## src/rtl/alu_cmd_issue.sv

```systemverilog
// Command issue / result capture stage around a combinational ALU.
// Commands queue in a FIFO, issue through registered ALU inputs, and results land in a valid/ready register.
module alu_cmd_issue #(
  parameter int N     = 2,
  parameter int DEPTH = 4,
  parameter int CNT_W = 8
) (
  input  logic             clk,
  input  logic             rst_n,
  input  logic             cmd_valid,
  output logic             cmd_ready,
  input  logic [2:0]       cmd_op,
  input  logic [N-1:0]     cmd_a,
  input  logic [N-1:0]     cmd_b,
  output logic [N-1:0]     alu_a,
  output logic [N-1:0]     alu_b,
  output logic [2:0]       alu_sel,
  input  logic [N-1:0]     alu_dataout,
  input  logic             alu_compare,
  output logic             res_valid,
  input  logic             res_ready,
  output logic [N-1:0]     res_data,
  output logic             res_cmp,
  output logic [2:0]       res_op,
  output logic [CNT_W-1:0] illegal_cnt
);

  localparam int AW = $clog2(DEPTH);
  localparam logic [2:0] OP_XOR  = 3'b001;
  localparam logic [2:0] OP_INCA = 3'b010;
  localparam logic [2:0] OP_LT   = 3'b100;
  localparam logic [AW:0]      PTR_ONE = {{AW{1'b0}}, 1'b1};
  localparam logic [CNT_W-1:0] CNT_ONE = {{(CNT_W-1){1'b0}}, 1'b1};
  localparam logic [CNT_W-1:0] CNT_MAX = {CNT_W{1'b1}};

  typedef enum logic {S_IDLE = 1'b0, S_EXEC = 1'b1} state_t;

  // Handshakes: a transfer happens on a rising edge where valid && ready are both high;
  // valid and its payload stay stable until that edge, ready may change freely.

  logic [2:0]   op_mem [DEPTH];
  logic [N-1:0] a_mem  [DEPTH];
  logic [N-1:0] b_mem  [DEPTH];

  logic [AW:0]      wr_ptr_q, rd_ptr_q;
  state_t           state_q, state_d;
  logic [N-1:0]     alu_a_q, alu_b_q;
  logic [2:0]       alu_sel_q;
  logic             res_valid_q;
  logic [N-1:0]     res_data_q;
  logic             res_cmp_q;
  logic [2:0]       res_op_q;
  logic [CNT_W-1:0] illegal_cnt_q;

  logic       fifo_full, fifo_empty, push;
  logic [2:0] head_op;
  logic       head_legal, slot_free;
  logic       pop, issue, drop, capture;

  // Extra pointer MSB distinguishes full from empty when the index bits match.
  assign fifo_empty = (wr_ptr_q == rd_ptr_q);
  assign fifo_full  = (wr_ptr_q[AW] != rd_ptr_q[AW]) &&
                      (wr_ptr_q[AW-1:0] == rd_ptr_q[AW-1:0]);
  assign cmd_ready  = !fifo_full;
  assign push       = cmd_valid && !fifo_full;

  assign head_op    = op_mem[rd_ptr_q[AW-1:0]];
  assign head_legal = (head_op == OP_XOR) || (head_op == OP_INCA) || (head_op == OP_LT);
  assign slot_free  = !res_valid_q || res_ready;

  always_ff @(posedge clk) begin
    if (push) begin
      op_mem[wr_ptr_q[AW-1:0]] <= cmd_op;
      a_mem[wr_ptr_q[AW-1:0]]  <= cmd_a;
      b_mem[wr_ptr_q[AW-1:0]]  <= cmd_b;
    end
  end

  always_ff @(posedge clk or negedge rst_n) begin
    if (!rst_n) begin
      state_q <= S_IDLE;
    end else begin
      state_q <= state_d;
    end
  end

  always_comb begin
    state_d = state_q;
    case (state_q)
      S_IDLE: if (!fifo_empty && head_legal && slot_free) state_d = S_EXEC;
      S_EXEC: state_d = S_IDLE;
      default: state_d = S_IDLE;
    endcase
  end

  // Illegal heads are discarded without waiting for the result slot.
  always_comb begin
    drop    = 1'b0;
    issue   = 1'b0;
    capture = 1'b0;
    case (state_q)
      S_IDLE: begin
        drop  = !fifo_empty && !head_legal;
        issue = !fifo_empty && head_legal && slot_free;
      end
      S_EXEC: capture = 1'b1;
      default: ;
    endcase
    pop = drop || issue;
  end

  always_ff @(posedge clk or negedge rst_n) begin
    if (!rst_n) begin
      wr_ptr_q      <= '0;
      rd_ptr_q      <= '0;
      alu_a_q       <= '0;
      alu_b_q       <= '0;
      alu_sel_q     <= '0;
      res_valid_q   <= 1'b0;
      res_data_q    <= '0;
      res_cmp_q     <= 1'b0;
      res_op_q      <= '0;
      illegal_cnt_q <= '0;
    end else begin
      if (push) wr_ptr_q <= wr_ptr_q + PTR_ONE;
      if (pop)  rd_ptr_q <= rd_ptr_q + PTR_ONE;
      if (issue) begin
        alu_a_q   <= a_mem[rd_ptr_q[AW-1:0]];
        alu_b_q   <= b_mem[rd_ptr_q[AW-1:0]];
        alu_sel_q <= head_op;
      end
      if (drop && (illegal_cnt_q != CNT_MAX)) illegal_cnt_q <= illegal_cnt_q + CNT_ONE;
      // The unused ALU field for each op is masked so X never reaches the result.
      if (capture) begin
        res_valid_q <= 1'b1;
        res_data_q  <= (alu_sel_q == OP_LT) ? '0 : alu_dataout;
        res_cmp_q   <= (alu_sel_q == OP_LT) ? alu_compare : 1'b0;
        res_op_q    <= alu_sel_q;
      end else if (res_valid_q && res_ready) begin
        res_valid_q <= 1'b0;
      end
    end
  end

  assign alu_a       = alu_a_q;
  assign alu_b       = alu_b_q;
  assign alu_sel     = alu_sel_q;
  assign res_valid   = res_valid_q;
  assign res_data    = res_data_q;
  assign res_cmp     = res_cmp_q;
  assign res_op      = res_op_q;
  assign illegal_cnt = illegal_cnt_q;

endmodule
```

## config.mk

```make
export PLATFORM = sky130hd
export DESIGN_NAME = alu_cmd_issue
export DESIGN_NICKNAME = d
export VERILOG_FILES = /design/src/rtl/alu_cmd_issue.sv
export SDC_FILE = /design/constraint.sdc
export NUM_CORES = 1
export LEC_CHECK = 0
export ABC_AREA = 0
export CAP_MARGIN = 15
export CORE_AREA = 2 2 82 84
export CTS_BUF_LIST = sky130_fd_sc_hd__clkbuf_4 sky130_fd_sc_hd__clkbuf_8
export DETAILED_ROUTE_END_ITERATION = 6
export DIE_AREA = 0 0 84 86
export GPL_TIMING_DRIVEN = 0
export PLACE_DENSITY = 0.68
export SLEW_MARGIN = 25
export SYNTH_ARGS = -nofsm -noshare
export SYNTH_HDL_FRONTEND = slang
export SYNTH_SLANG_ARGS = --single-unit
```

## constraint.sdc

```tcl
create_clock -name clk -period 2.2 [get_ports clk]
set_clock_uncertainty 0.2 [all_clocks]
set_input_delay 0.44 -clock clk [delete_from_list [all_inputs] [get_ports clk]]
set_output_delay 0.44 -clock clk [all_outputs]
set_load 0.05 [all_outputs]
```

==> run summary <==
XOR/XNOR Fraction of Synth Area -> 0.05003
Final Max Slew Viols -> 0
vias -> 1524
Synth warnings -> 0
Total Routing Usage GR -> 0.1391
EDFF count, synth -> 28
num rows -> 29
root buffer cell -> clkbuf_8
Final setup viols -> 15
Fin. Hold Viols -> 0
Design Area, Final -> 3401 sq um
Antenna Cells -> 0
flops & latches, synth -> 57
area grow syn2layout -> 38.74%
Final WS setup -> -0.09882 ns
layout cells sized above 1 -> 0.2863
Crit Path Class -> reg2reg
Yosys cell types -> 34
Overflow after GRT -> 0
DR iter-0 viols -> 75
Startpoint Class -> flop
drt total wl -> 4734 microns
CTS max path bufs -> 2
Via-to-Cell Ratio -> 4.900
highest clock rate -> 0.4350 GHz
Buffers on Ports -> 36
slew of the pin with the lowest slew margin -> 0.6625 ns
# IOs -> 37
post-synthesis simple-gate area fraction -> 0.08372
top_reg_cell synth -> dfrtp_1
full die area -> 7224 sq um
Clock Latency Late Sink -> 0.33 ns
outcome -> finished with violations
Clock Pin Slew Worst Setup and Hold Paths -> 0.06 ns
worst hold path type -> reg2reg
vias in the first global route -> 1593
CP Max Fanout -> 7
CP arrival -> 2.32 ns
DR pass1 iterations -> 4
post-synthesis cell area -> 2451 sq um
die width -> 84 microns
Initial Utilization -> 0.3905
Async S/R FF share, synth -> 0.5088
Die Y -> 86 microns
fin crit share -> 1.045
CTS H-Tree Depth -> 3
Min Hold Slack -> 0.2897 ns
syn_nets -> 186
RSZ-0062 raised after global routing -> yes
Worst EP required -> 2.22 ns
drt wl/cell -> 15.22 microns
CTS tree -> built
part of the Yosys area used for sequential elements -> 0.6391
average cell area after synthesis -> 14.77 sq um
gpl congestion -> 0.7087
Synth Area in Adders -> 0.03063
CTS Buf Count -> 9
post-route ant nets -> 0
placed inst area -> 2908 sq um
largest family of logic cells by synthesized area -> multiplexers
nets -> 249
initial antenna violation count -> 0
Crit. End Element -> flop
failing checks -> negative setup slack
Remaining DRCs -> 0
Synth Area in Compound Gates -> 0.06585
mux contribution to synthesized area -> 0.1072
first-pass GRT wire length -> 7610 microns
Gate Count Post-Synth -> 166
max_cap viols -> 0
CTS sink cnt -> 57
largest net degree at the start of global routing -> 30
Final min period -> 2.299 ns
Core ar. -> 6277 sq um
dpl hpwl -> 3002 microns
relative slew slack -> 0.5583
## final timing paths
kind | startpoint | to | slack (ns) | depth (start not counted)
worst max register to register | rd_ptr_q[0] | alu_b[0] | -0.1 | 7
worst max-delay path | rd_ptr_q[0] | alu_b[0] | -0.1 | 7
max in group asynchronous | rst_n | rd_ptr_q[0] | 0.89 | 2
worst min register to register | wr_ptr_q[2] | wr_ptr_q[2] | 0.29 | 1
worst min-delay path | wr_ptr_q[2] | wr_ptr_q[2] | 0.29 | 1
min in group asynchronous | rst_n | res_data[0] | 0.47 | 2
## critical path, stage by stage, from the launching register on
cell and delay (ns):
dfrtp_1 0.37, buf_8 0.13, mux4_2 0.55, buf_6 0.16, o21ai_4 0.17, o21ai_4 0.09
nand2b_4 0.20, mux2_4 0.31
## routing by layer
metal	share of wire	vias up	global-route usage	wire (microns)
li1	-	742	-	-
met1	0.43	736	0.1685	2055
met2	0.51	37	0.2291	2395
met3	0.043	9	0.04620	205
met4	0.016	0	0.06012	77
met5	0	-	0	0
## metrics by stage
step	TNS [ns]	cells	setup slack (ns)	util
4_1_cts	-0.9870	308	-0.1256	0.5186
5_1_grt	-1.889	311	-0.1604	0.5418
3_3_place_gp	-3.939	279	-0.2874	0.4640
2_1_floorplan	-0.3935	166	-0.08119	-
3_5_place_dp	-2.567	279	-0.3001	0.4632
6_report	-0.7977	311	-0.09882	0.5418
## placed cells by master, fill, tap and decap left out, types with 4 or more instances in the layout
cell type / Yosys / layout
clkdlybuf4s50_1: 0 / 23
inv_1: 7 / 7
dlygate4sd2_1: 0 / 10
mux4_2: 7 / 7
mux2_2: 8 / 4
a21oi_1: 4 / 4
ha_1: 6 / 6
buf_4: 0 / 11
o21ai_0: 7 / 4
and3_1: 8 / 6
clkbuf_8: 0 / 9
mux2_4: 1 / 5
nand2_1: 9 / 9
buf_6: 2 / 5
edfxtp_1: 28 / 28
dfrtp_1: 29 / 29
xnor2_1: 12 / 10
## area by class of cell
class,count,area [sq um]
Inverter,7,26.28
Sequential cell,57,1567
Multi-Input combinational cell,98,962.2
Buffer,4,37.54
Fill cell,531,2877
Clock buffer,11,138.9
Timing Repair Buffer,52,493.0
Tap cell,77,96.34
Clock inverter,5,80.08
## state kept, by name, indices dropped and copies added (netlist names), 2 cells and up
signal       flops
alu_b            2
res_data         2
res_op           3
rd_ptr_q         3
b_mem            8
wr_ptr_q         3
a_mem            8
illegal_cnt      8
alu_a            2
op_mem          12
alu_sel          3
## cell usage after synthesis, drive strengths merged (4+ instances only)
master | n | area share
nand2 | 9 | 0.014
ha | 6 | 0.031
mux2 | 9 | 0.043
xnor2 | 12 | 0.043
mux4 | 7 | 0.064
and3 | 8 | 0.020
inv | 7 | 0.011
a21oi | 4 | 0.0082
edfxtp | 28 | 0.34
dfrtp | 29 | 0.30
nand3 | 8 | 0.018
o21ai | 9 | 0.020
## logic make-up (layout without fill, tap and decap cells)
kind of cell / count (synthesis) / after routing
buffers and inverters: 11 / 79
DFF: 57 / 57
xor gates and xnor gates: 14 / 14
AOI/OAI and AO/OA: 25 / 25
adders and majority gates: 6 / 6
and+or+nand+nor: 37 / 37
muxes: 16 / 16
## repair_timing
item,4_1_cts,5_1_grt
hold buffers,1,0
hold endpoints to repair,29,0
gates resized for setup,24,24
setup buffers,12,4
pin swaps,5,9
setup endpoints to repair,26,20
Power is left out: the tool's default activity adds up to more than one toggle a clock period on the data nets, which glitch-free logic cannot reach.
